## config.mk

```make
export PLATFORM = sky130hd
export DESIGN_NAME = haar_stage_scheduler
export DESIGN_NICKNAME = d
export VERILOG_FILES = /design/src/rtl/haar_stage_scheduler.sv
export SDC_FILE = /design/constraint.sdc
export NUM_CORES = 1
export LEC_CHECK = 0
export ABC_AREA = 1
export ABC_CLOCK_PERIOD_IN_PS = 3400
export CAP_MARGIN = 10
export CORE_AREA = 2 2 112 114
export DETAILED_ROUTE_END_ITERATION = 12
export DIE_AREA = 0 0 114 116
export GPL_TIMING_DRIVEN = 0
export PLACE_DENSITY = 0.59
export REMOVE_ABC_BUFFERS = 1
export SLEW_MARGIN = 15
export SYNTH_ARGS = -nofsm -noshare
export SYNTH_HDL_FRONTEND = slang
export SYNTH_SLANG_ARGS = --single-unit
```

## constraint.sdc

```tcl
create_clock -name clk_fpga -period 3.4 [get_ports clk_fpga]
set_clock_uncertainty 0.15 [all_clocks]
set_input_delay 0.51 -clock clk_fpga [delete_from_list [all_inputs] [get_ports clk_fpga]]
set_output_delay 0.51 -clock clk_fpga [all_outputs]
set_load 0.005 [all_outputs]
```

## src/rtl/haar_stage_scheduler.sv

```systemverilog
// rtl/haar_stage_scheduler.sv - Haar cascade stage sequencer for one candidate window
// Rewinds the database, accumulates saturated votes per stage and exits early on reject.
module haar_stage_scheduler #(
  parameter int NUM_STAGES  = 5,
  parameter int SCORE_WIDTH = 16,
  parameter int STAGE_WIDTH = 4
) (
  input  logic                          clk_fpga,
  input  logic                          reset_fpga,
  input  logic                          i_candidate,
  input  logic                          i_abort,
  input  logic [NUM_STAGES-1:0]         i_end_tree,
  input  logic                          i_classifier_valid,
  input  logic signed [SCORE_WIDTH-1:0] i_classifier_value,
  input  logic signed [SCORE_WIDTH-1:0] i_stage_threshold,
  output logic                          o_reset_database,
  output logic                          o_database_request,
  output logic [STAGE_WIDTH-1:0]        o_stage,
  output logic                          o_busy,
  output logic                          o_inspect_done,
  output logic                          o_face,
  output logic [STAGE_WIDTH-1:0]        o_reject_stage
);

  typedef enum logic [2:0] {IDLE, REWIND, RUN, CHECK, DONE} state_t;

  localparam logic signed [SCORE_WIDTH-1:0] SCORE_MAX  = {1'b0, {(SCORE_WIDTH-1){1'b1}}};
  localparam logic signed [SCORE_WIDTH-1:0] SCORE_MIN  = {1'b1, {(SCORE_WIDTH-1){1'b0}}};
  localparam logic [STAGE_WIDTH-1:0]        LAST_STAGE = STAGE_WIDTH'(NUM_STAGES - 1);

  state_t                         state_q, state_d;
  logic signed [SCORE_WIDTH-1:0]  acc_q, acc_d;
  logic signed [SCORE_WIDTH-1:0]  thr_q, thr_d;
  logic [STAGE_WIDTH-1:0]         stage_q, stage_d;
  logic [STAGE_WIDTH-1:0]         reject_q, reject_d;
  logic                           face_q, face_d;
  logic [SCORE_WIDTH:0]           vote_sum;
  logic signed [SCORE_WIDTH-1:0]  vote_sat;
  logic                           end_hit;

  // One extra bit exposes overflow: top two bits differ only when the sum left the signed range.
  always_comb begin
    vote_sum = {acc_q[SCORE_WIDTH-1], acc_q} + {i_classifier_value[SCORE_WIDTH-1], i_classifier_value};
    if (vote_sum[SCORE_WIDTH] != vote_sum[SCORE_WIDTH-1])
      vote_sat = vote_sum[SCORE_WIDTH] ? SCORE_MIN : SCORE_MAX;
    else
      vote_sat = vote_sum[SCORE_WIDTH-1:0];
  end

  always_comb begin
    end_hit = 1'b0;
    for (int s = 0; s < NUM_STAGES; s++)
      if (stage_q == STAGE_WIDTH'(s)) end_hit = i_end_tree[s];
  end

  always_comb begin
    state_d  = state_q;
    acc_d    = acc_q;
    thr_d    = thr_q;
    stage_d  = stage_q;
    reject_d = reject_q;
    face_d   = face_q;
    if (i_abort) begin
      state_d = IDLE;
    end else begin
      unique case (state_q)
        IDLE: if (i_candidate) begin
          state_d = REWIND;
          acc_d   = '0;
          stage_d = '0;
        end
        REWIND: state_d = RUN;
        RUN: begin
          if (i_classifier_valid) acc_d = vote_sat;
          if (end_hit) begin
            thr_d   = i_stage_threshold;
            state_d = CHECK;
          end
        end
        CHECK: begin
          if (acc_q < thr_q) begin
            state_d  = DONE;
            face_d   = 1'b0;
            reject_d = stage_q;
          end else if (stage_q == LAST_STAGE) begin
            state_d = DONE;
            face_d  = 1'b1;
          end else begin
            state_d = RUN;
            stage_d = stage_q + 1'b1;
            acc_d   = '0;
          end
        end
        DONE:    state_d = IDLE;
        default: state_d = IDLE;
      endcase
    end
  end

  always_comb begin
    o_reset_database   = (state_q == REWIND);
    o_database_request = (state_q == RUN);
    o_busy             = (state_q != IDLE);
    o_inspect_done     = (state_q == DONE);
    o_stage            = stage_q;
    o_face             = face_q;
    o_reject_stage     = reject_q;
  end

  always_ff @(posedge clk_fpga or posedge reset_fpga) begin
    if (reset_fpga) begin
      state_q  <= IDLE;
      acc_q    <= '0;
      thr_q    <= '0;
      stage_q  <= '0;
      reject_q <= '0;
      face_q   <= 1'b0;
    end else begin
      state_q  <= state_d;
      acc_q    <= acc_d;
      thr_q    <= thr_d;
      stage_q  <= stage_d;
      reject_q <= reject_d;
      face_q   <= face_d;
    end
  end

endmodule
```

==> results.cfg <==
[outcome]
outcome = complete, no violations

[clock_tree]
root_buffer = clkbuf_16
cts_setup_buffers = 0
cts_tree = done
clk_latency_ns = 0.28
cts_max_level = 2
clk_pin_slew_worst_paths_ns = 0.06
numCtsBuffers = 5
cts.repair.resized = 0
cts_hold_buf = 0
clock_path_buffers = 2
cts.sinks = 44

[sta]
tightestPinTransition_ns = 0.957
setup_viol = 0
hold_violations = 0
relSlewSlack = 0.360
fin_hold_ws_ns = 0.333
fin_crit_sh = 0.864
rsz0062_at_grt = no
fin_tns_setup_ns = 0
drv_slew = 0
max_freq_mhz = 340
min_period_ns = 2.94

[logic_synthesis]
ys_warn_count = 0
post-synth-top-area-cell = dfrtp_1
synth_area_um2 = 3520
synth-edff-count = 0
synth_common_cells = nand2_1 (142), inv_1 (60), nor2_1 (46)
synth_xor_area_frac = 0.0274
synth_ff_type = dfrtp_1
ys_ff_latch = 44
async_flop_share = 1.00
synth-compound-area-share = 0.0868
synth_top_family_by_area = simple AND/OR/NAND/NOR gates
synth_area_per_cell_um2 = 7.16
netlist_instances = 491
muxShareOfSynthArea = 0.00320
synth_area_leaders = dfrtp_1 (31%), nand2_1 (15%), ha_1 (12%)
ys_types = 35
synthAdderAreaFrac = 0.130
yosysSeqAreaShare = 0.313
post-synth-top-count-cell = nand2_1
synth_top_area_frac = 0.313
yosys.area_share.simple = 0.348

[cells_and_area]
multi_input_area_um2 = 2100
n_antenna_cell = 0
fin_nets = 621
regArea_um2 = 1100
drive_gt1_frac = 0.0846
syn_to_final_growth_pct = 23.7
n_fill_cell = 1291

[grt]
grt_pass1_vias = 3176
grt_max_degree = 32
grt_pass1_wl_mm = 14.0
antenna_found_initial = 0
grt_overflow = 0
track_usage = 0.129

[worst_setup_path]
max_stage_delay_ns = 0.57
worst-path-buf-inv = 0
r2r_end = acc_q[7]$_DFFE_PP0P_
crit_required_ns = 3.41
r2r_setup_slack_ns = 0.46
reg2reg_from = acc_q[15]$_DFFE_PP0P_
path_max_fanout = 22
slowest_stage = nand2_1
path_class = reg -> reg
crit_path_end_kind = flip-flop
start_kind = flip-flop
worst_r2r_path_depth = 12
arrival_ns = 2.95
cp_cell_sequence = ha_1 > nand2_1 > nor2_1 > a21boi_0 > nor3_1 > nand2_1 > nand2_1 > nand3_1 > nand2_1 > nand2_2 > nand2_1 > nand2_1
path_delay_family = simple AND/OR/NAND/NOR gates
cpMostUsedCell = nand2_1

[die]
coreArea_um2 = 11900
die_w_um = 114
start_util = 0.295
ios = 55
die_y_um = 116
design.die.area_um2 = 13200
rows = 40

[detailed_routing]
drt_pre_antenna_iters = 5
postRouteAntennaNets = 0
vias = 3191
drc = 0
via_per_inst = 4.62
wl_per_cell_um = 11.7
routed_wl_mm = 8.12
drt-initial-drc-count = 118

[worst_hold_path]
hold_start = o_reject_stage[2]$_DFFE_PP0P_
hold_class = reg -> reg
min_to = o_reject_stage[2]$_DFFE_PP0P_
whs_path_depth = 2

[placed_design]
place_hpwl_mm = 6.75
io_buffers = 54
gp_routability_congestion = 0.796

[power_and_ir_drop]
leakage_uw = 0.00232
pwr-share-clk = 0.205
p_sw_uw = 940
ir_drop_mv = 0.237
comb_power_share = 0.476
powerDensity_nw_per_um2 = 537
power_frac_seq = 0.319
p_sw_frac = 0.402
internal_power_uw = 1400

[flow_run]
drv_cap = 0
[worst max-delay path by stage]
stage | to | depth (start not counted) | slack (ns) | startpoint
detailed placement | acc_q[2]$_DFFE_PP0P_ | 15 | 0.23 | i_classifier_value[0]
global placement | acc_q[0]$_DFFE_PP0P_ | 15 | 0.30 | i_classifier_value[0]
floorplan | acc_q[0]$_DFFE_PP0P_ | 12 | 1.00 | acc_q[15]$_DFFE_PP0P_
finish | acc_q[7]$_DFFE_PP0P_ | 12 | 0.46 | acc_q[15]$_DFFE_PP0P_
global route | acc_q[0]$_DFFE_PP0P_ | 13 | 0.12 | acc_q[5]$_DFFE_PP0P_
CTS | acc_q[7]$_DFFE_PP0P_ | 13 | 0.46 | acc_q[5]$_DFFE_PP0P_
[metal layers]
metal / wire length [µm] / GRT usage / up-vias / share of wire
li1: - / - / 1686 / -
met1: 3860 / 0.167 / 1434 / 0.47
met2: 3830 / 0.225 / 59 / 0.47
met3: 315 / 0.0241 / 12 / 0.039
met4: 120 / 0.0293 / 0 / 0.015
met5: 0 / 0 / - / 0
[cells by family (layout without fill, tap and decap cells)]
| group | Yosys count | count (layout) |
|---|---|---|
| xor gates and xnor gates | 11 | 11 |
| buffers and inverters | 77 | 130 |
| DFF | 44 | 44 |
| adders and majority gates | 36 | 36 |
| and+or+nand+nor | 272 | 272 |
| muxes | 1 | 1 |
| AOI/OAI and AO/OA | 50 | 50 |
[registers in the layout (all words and copies together) (netlist names)]
| name | count |
|---|---|
| o_reject_stage | 4 |
| acc_q | 16 |
| state_q | 3 |
| o_stage | 4 |
| thr_q | 16 |
| o_face | 1 |
[area by class of cell]
class | count | area share
multi-input combinational | 370 | 0.482
sequential | 44 | 0.253
timing repair buffer | 55 | 0.131
inverter | 67 | 0.0578
tap | 147 | 0.0423
clock buffer | 6 | 0.0319
clock inverter | 2 | 0.00230
[through the flow]
step | util | total power [µW] | area [µm²] | std cells | setup slack, ns
floorplan | - | 1570 | 3450 | 481 | 1.00
global placement | 0.350 | 1840 | 4170 | 682 | 0.300
detailed placement | 0.353 | 1880 | 4200 | 683 | 0.233
CTS | 0.365 | 2360 | 4350 | 691 | 0.458
global route | 0.365 | 2570 | 4350 | 691 | 0.120
finish | 0.365 | 2340 | 4350 | 691 | 0.463
[power by group through the flow]
stage	clock network, µW	registers (µW)	logic, µW
final	480	744	1110
after global routing	513	765	1290
after CTS	489	748	1130
after floorplan	0	727	840
after global placement	0	755	1080
after detailed placement	0	757	1120
[cell usage in the layout (no fill, tap or decap), types with 2 or more instances in the layout]
cell type and count:
dfrtp_1 44, inv_2 8, a21oi_2 6, nor3_2 2, nand2_4 3, nand2_2 13
nand4_1 18, nand2_1 142, nor2_1 46, nand3_1 34, clkinv_2 2, o21ai_0 8
inv_1 59, and3_1 2, ha_1 35, clkbuf_16 5, nand3b_1 4, nor3_1 5
xnor2_1 9, xor2_1 2, a21oi_1 28, o21bai_1 2, clkdlybuf4s50_1 54
[worst register-to-register path, delay by kind of cell (launching register included)]
family | cells | cell delay, ns
flip-flops | 1 | 0.41
adder cells (fa/ha/maj) | 1 | 0.32
AO/OA/AOI/OAI | 1 | 0.12
AND/OR/NAND/NOR | 10 | 1.82
(Power assumes the default switching activity.)
